$ cat src/rtl/fifo_pkg.sv
// fifo_pkg
// Shared constants and helpers for the dual-clock FIFO blocks.
//   STORAGE_READ_LATENCY : read latency of the pipelined block-RAM storage;
//                          the read-side streamer defaults to this value.
//   READ_LATENCY_MIN/MAX : legal read-latency range for the drain engine.
//   cnt_bits(depth)      : width of a counter that must hold 0..depth.
package fifo_pkg;

    localparam int STORAGE_READ_LATENCY = 2;

    localparam int READ_LATENCY_MIN = 1;
    localparam int READ_LATENCY_MAX = 4;

    // A counter for 0..depth needs to represent depth itself, hence depth+1.
    function automatic int cnt_bits(input int depth);
        return $clog2(depth + 1);
    endfunction

endpackage

$ cat src/rtl/fifo_rd_outbuf.sv
// fifo_rd_outbuf
// Circular output buffer that sits between the storage read port and the
// stream interface of the read-side drain engine.
// Ports:
//   i_clk, i_reset_n : clock and synchronous active-low reset
//   i_push, i_push_data : write one entry at the tail
//   i_pop               : retire the entry at the head
//   o_head_data         : entry at the head (registered storage)
//   o_count             : current occupancy 0..DEPTH
//   o_not_empty         : occupancy is non-zero
module fifo_rd_outbuf
    import fifo_pkg::*;
#(
    parameter int DATA_WIDTH = 8,
    parameter int DEPTH      = 3,
    parameter int CNT_BITS   = cnt_bits(DEPTH)
) (
    input  logic                  i_clk,
    input  logic                  i_reset_n,
    input  logic                  i_push,
    input  logic [DATA_WIDTH-1:0] i_push_data,
    input  logic                  i_pop,
    output logic [DATA_WIDTH-1:0] o_head_data,
    output logic [CNT_BITS-1:0]   o_count,
    output logic                  o_not_empty
);

    localparam int PTR_BITS = (DEPTH > 1) ? $clog2(DEPTH) : 1;

    logic [DATA_WIDTH-1:0] mem [DEPTH];
    logic [PTR_BITS-1:0]   head_ptr;
    logic [PTR_BITS-1:0]   tail_ptr;
    logic [CNT_BITS-1:0]   count;

    // Explicit compare-and-clear so the pointers wrap correctly even when
    // DEPTH is not a power of two.
    function automatic logic [PTR_BITS-1:0] next_ptr(input logic [PTR_BITS-1:0] ptr);
        return (ptr == PTR_BITS'(DEPTH - 1)) ? '0 : ptr + 1'b1;
    endfunction

    // Storage, pointers and occupancy. The storage is cleared on reset so the
    // head word reads as zero while the buffer is held in reset. A push and a
    // pop in the same cycle move both pointers and leave the count alone.
    always_ff @(posedge i_clk) begin
        if (!i_reset_n) begin
            head_ptr <= '0;
            tail_ptr <= '0;
            count    <= '0;
            for (int i = 0; i < DEPTH; i++) begin
                mem[i] <= '0;
            end
        end else begin
            if (i_push) begin
                mem[tail_ptr] <= i_push_data;
                tail_ptr      <= next_ptr(tail_ptr);
            end
            if (i_pop) begin
                head_ptr <= next_ptr(head_ptr);
            end
            case ({i_push, i_pop})
                2'b10:   count <= count + 1'b1;
                2'b01:   count <= count - 1'b1;
                default: count <= count;
            endcase
        end
    end

    assign o_head_data = mem[head_ptr];
    assign o_count     = count;
    assign o_not_empty = (count != '0);

`ifndef SYNTHESIS
    // The credit scheme upstream reserves a slot for every popped word, so a
    // push into a full buffer without a matching pop means that scheme broke.
    overflow_check : assert property (@(posedge i_clk) disable iff (!i_reset_n)
        !(i_push && !i_pop && (count == CNT_BITS'(DEPTH))));
`endif

endmodule

$ cat src/rtl/fifo_rd_streamer.sv
// fifo_rd_streamer
// Read-side drain engine of the dual-clock FIFO. Pops storage entries through
// the read-pointer enable/empty pair, absorbs the fixed storage read latency
// with a credit-controlled output buffer and presents the words as a
// valid/ready stream master.
// Ports:
//   i_clk, i_reset_n : read clock, synchronous active-low reset
//   i_empty          : FIFO empty flag from the read-pointer logic
//   o_rd_en          : pop request / storage read enable
//   i_rd_data        : storage data, READ_LATENCY cycles after a pop
//   o_m_tdata/o_m_tvalid/i_m_tready : stream master interface
//   o_buf_count      : output buffer occupancy for debug counters
module fifo_rd_streamer
    import fifo_pkg::*;
#(
    parameter int DATA_WIDTH   = 8,
    parameter int READ_LATENCY = STORAGE_READ_LATENCY,
    parameter int BUF_DEPTH    = READ_LATENCY + 1,
    parameter int CNT_BITS     = cnt_bits(BUF_DEPTH)
) (
    input  logic                  i_clk,
    input  logic                  i_reset_n,
    input  logic                  i_empty,
    output logic                  o_rd_en,
    input  logic [DATA_WIDTH-1:0] i_rd_data,
    output logic [DATA_WIDTH-1:0] o_m_tdata,
    output logic                  o_m_tvalid,
    input  logic                  i_m_tready,
    output logic [CNT_BITS-1:0]   o_buf_count
);

    // Reject parameter sets the credit scheme cannot support.
    if ((READ_LATENCY < READ_LATENCY_MIN) || (READ_LATENCY > READ_LATENCY_MAX)) begin : g_bad_latency
        $error("fifo_rd_streamer: READ_LATENCY out of range");
    end
    if (BUF_DEPTH < READ_LATENCY + 1) begin : g_bad_depth
        $error("fifo_rd_streamer: BUF_DEPTH must be at least READ_LATENCY+1");
    end

    logic [READ_LATENCY-1:0] pop_flags;
    logic [CNT_BITS-1:0]     inflight;
    logic [CNT_BITS:0]       committed;
    logic                    pop;
    logic                    capture;
    logic                    handshake;

    assign handshake = o_m_tvalid && i_m_tready;
    assign committed = {1'b0, o_buf_count} + {1'b0, inflight};

    // credit = BUF_DEPTH - committed + handshake. Since committed never
    // exceeds BUF_DEPTH, credit > 0 reduces to "a slot is free, or one is
    // being freed by this cycle's handshake". Reset gates the enable so no
    // pop is issued while the pointer logic is being reset alongside us.
    assign o_rd_en = i_reset_n && !i_empty
                     && ((committed < (CNT_BITS + 1)'(BUF_DEPTH)) || handshake);
    assign pop     = o_rd_en && !i_empty;
    assign capture = pop_flags[READ_LATENCY-1];

    // In-flight tracker: one flag per pop marches down the shift register and
    // arrives at the top bit in the cycle its data is on i_rd_data. The
    // counter mirrors the number of set flags so the credit does not need a
    // popcount.
    always_ff @(posedge i_clk) begin
        if (!i_reset_n) begin
            pop_flags <= '0;
            inflight  <= '0;
        end else begin
            pop_flags <= (pop_flags << 1) | READ_LATENCY'(pop);
            inflight  <= inflight + CNT_BITS'(pop) - CNT_BITS'(capture);
        end
    end

    fifo_rd_outbuf #(
        .DATA_WIDTH (DATA_WIDTH),
        .DEPTH      (BUF_DEPTH),
        .CNT_BITS   (CNT_BITS)
    ) u_outbuf (
        .i_clk       (i_clk),
        .i_reset_n   (i_reset_n),
        .i_push      (capture),
        .i_push_data (i_rd_data),
        .i_pop       (handshake),
        .o_head_data (o_m_tdata),
        .o_count     (o_buf_count),
        .o_not_empty (o_m_tvalid)
    );

`ifndef SYNTHESIS
    // Every reserved slot must still fit in the buffer.
    credit_check : assert property (@(posedge i_clk) disable iff (!i_reset_n)
        committed <= (CNT_BITS + 1)'(BUF_DEPTH));
`endif

endmodule
$ cat config.mk
export PLATFORM = sky130hd
export DESIGN_NAME = fifo_rd_streamer
export DESIGN_NICKNAME = d
export VERILOG_FILES = /design/src/rtl/fifo_pkg.sv /design/src/rtl/fifo_rd_outbuf.sv /design/src/rtl/fifo_rd_streamer.sv
export SDC_FILE = /design/constraint.sdc
export NUM_CORES = 1
export LEC_CHECK = 0
export BUFFER_PORTS_ARGS = -buffer_cell sky130_fd_sc_hd__buf_2
export CAP_MARGIN = 20
export CORE_MARGIN = 1.5
export CORE_UTILIZATION = 51
export DETAILED_ROUTE_END_ITERATION = 10
export PLACE_DENSITY = 0.86
export SYNTH_ARGS = -nofsm -noshare
export SYNTH_HDL_FRONTEND = slang
export SYNTH_HIERARCHICAL = 1
export SYNTH_SLANG_ARGS = --single-unit
$ cat constraint.sdc
create_clock -name i_clk -period 2.2 [get_ports i_clk]
set_clock_uncertainty 0.1 [all_clocks]
set_input_delay 0.22 -clock i_clk [delete_from_list [all_inputs] [get_ports i_clk]]
set_output_delay 0.22 -clock i_clk [all_outputs]
set_load 0.02 [all_outputs]
==> results_dict.tcl <==
set metrics [dict create \
    initial_core_util_pct 54.56 \
    ys_types 27 \
    final_common_cell "edfxtp_1" \
    path_class "register to register" \
    reg2reg_slack_ns 0.05 \
    synthCells 125 \
    io_buffers 23 \
    max_freq_ghz 0.4647 \
    min-delay-start "i_rd_data[1]" \
    worst_ir_drop_vdd_mv 0.4810 \
    cts-root-buf "clkbuf_8" \
    drcViolationCount 0 \
    fin_crit_sh_pct 97.82 \
    grt_overflow 0 \
    antennaDiodeCount 0 \
    setup_tns_ns 0 \
    cap_violations 0 \
    reg2regPathDepth 9 \
    final_cell_mix "32 x edfxtp_1, 30 x and2_1, 22 x buf_2, 11 x dfxtp_1, 8 x mux4_2" \
    grt_max_degree 16 \
    yosys.area.top_type "edfxtp_1" \
    regToRegStartpoint "u_outbuf/o_count[0]" \
    synth_area_leaders "edfxtp_1 51%, dfxtp_1 13%, and2_1 10%, mux4_2 9.6%, ha_1 2.7%" \
    slew_headroom_pct 62.63 \
    tightest_slew_ns 0.5586 \
    required_ns 2.34 \
    first_pass_iters 4 \
    r2r-end "inflight[1]" \
    wl_um 3392 \
    worst_hold_slack_ns 0.02439 \
    drive_gt1_share_pct 31.45 \
    clock-sinks 44 \
    final_nets 175 \
    ys_seq_area_share_pct 63.96 \
    hold_class "primary input to register" \
    hold_viol_final 0 \
    outcome "completed" \
    numCtsBuffers 5 \
    slew_viol_final 0 \
    worstPathArrival_ns 2.30 \
    finalSetupViolCount 0 \
    synth_top_area_share_pct 51.17 \
    rsz0062_at_grt "yes" \
    core_mm2 0.003442 \
    clk_pin_slew_ns 0.08 \
    period_minus_slack_ns 2.152 \
    place.gp.congestion 0.7202 \
    antenna_left 0 \
    cts_tree "done" \
    p_leak_uw 0.0008572 \
    crit_path_end_kind "register" \
    cellPowerDensity_mw_per_mm2 860.6 \
    worstHoldEndpoint "u_outbuf/mem[3][1]" \
    io_pins 24 \
    start_kind "register" \
    post_drt_wl_per_cell_um 16.55 \
    syn-num-nets 142 \
    ys_seq_elements 44 \
    dr.first_iter.drc_count 40 \
    cp_max_fo 2 \
    vias 1092 \
    grt_pass1_vias 1207 \
    vias_per_cell 5.327 \
    grt_pass1_wl_um 5520 \
    grt_antenna_before_repair 0 \
    max-clock-path-buffers 2 \
    synth.avg_cell_area_um2 15.02 \
    syn-cell-area_mm2 0.001878 \
    yosysWarnings 6 \
    hold_path_depth 1 \
    die_w_um 63.69 \
    cts-htree-levels 2 \
    die-area_mm2 0.004056 \
    die_h_um 63.69 \
    hpwl_um 2328 \
    grt.total_usage_pct 19.33 \
    clk_latency_ns 0.30 \
    syn_to_final_growth_pct 17.52 \
    std_cell_rows 21 \
]
[kinds of logic after synthesis]
kind of cell    share of synthesized area (%)
simple gates                            15.06
flops                                   63.96
compound gates                          3.331
mux                                     10.66
buf+inv                                 1.132
fa+ha+maj                               3.731
xor+xnor                                2.132
[sequential cells by signal, summed over array words and instances (netlist names), named ones only]
signal / count
u_outbuf/head_ptr: 2
u_outbuf/o_count: 2
u_outbuf/mem: 32
inflight: 2
pop_flags: 2
u_outbuf/tail_ptr: 2
[cells in the mapped netlist]
cell type   n
or3_1       1
edfxtp_1   32
a21oi_1     1
mux2i_1     2
xnor3_1     1
and2_1     30
fa_1        1
inv_1       2
or2_2       1
mux4_2      8
nor3b_1     1
xnor2_1     2
a21boi_0    1
o21a_1      3
buf_2       1
nor2b_1     2
o21ai_0     4
nor2_1      4
nand2_1     5
clkbuf_2    1
nor2b_2     1
nand3b_1    1
nand2b_1    2
dfxtp_1    12
ha_1        4
clkbuf_1    1
a21boi_1    1
[final cells by class]
type	instances	area, um^2
multi-input cells	76	661.9
inverters	2	7.507
well taps	46	57.56
clock buffers	5	68.82
clock inverters	3	42.54
fillers	272	1235
flip-flops and latches	44	1202
repair buffers	29	166.4
[metal layers]
metal	part of all wire, %	track usage, %
met1	39	19.46
met5	0	0
met2	54	34.61
met4	3.1	11.68
met3	4.6	5.893
[power breakdown]
part / internal (uW) / switching [uW] / total [uW]
sequential: 935 / 27.1 / 963
clock: 336 / 278 / 614
combinational: 157 / 167 / 323
[timing repair]
item,CTS,global route
gates resized for setup,1,3
hold buffers,0,0
buffers inserted,1,0
endpoints found under the setup margin,2,3
pin swaps,1,1
[worst max path at each step]
stage | to | start
global placement | inflight[1] | u_outbuf/o_count[0]
floorplan | inflight[1] | u_outbuf/o_count[0]
global route | inflight[1] | u_outbuf/o_count[0]
finish | inflight[1] | u_outbuf/o_count[0]
CTS | inflight[1] | u_outbuf/o_count[0]
detailed placement | inflight[1] | u_outbuf/o_count[0]
[worst max-delay path, cell delays in order, from the launching register on]
cell and delay (ns):
dfxtp_2 0.33, ha_2 0.17, fa_1 0.44, a21oi_2 0.16, o21ai_1 0.09, ha_1 0.28
inv_1 0.06, ha_1 0.14, xnor3_1 0.22, nor2b_2 0.10
[metrics by stage]
stage | power, uW | worst slack (ns) | instance area [um^2] | std cells | util (%)
floorplan | 1200 | 0.01876 | 1883 | 125 | -
global placement | 1283 | 0.08090 | 2079 | 196 | 60.41
detailed placement | 1299 | 0.003138 | 2079 | 196 | 60.41
CTS | 1915 | -0.004266 | 2198 | 205 | 63.87
global route | 1986 | -0.08209 | 2207 | 205 | 64.12
finish | 1900 | 0.04798 | 2207 | 205 | 64.12
Power figures use the tool's default switching activity.
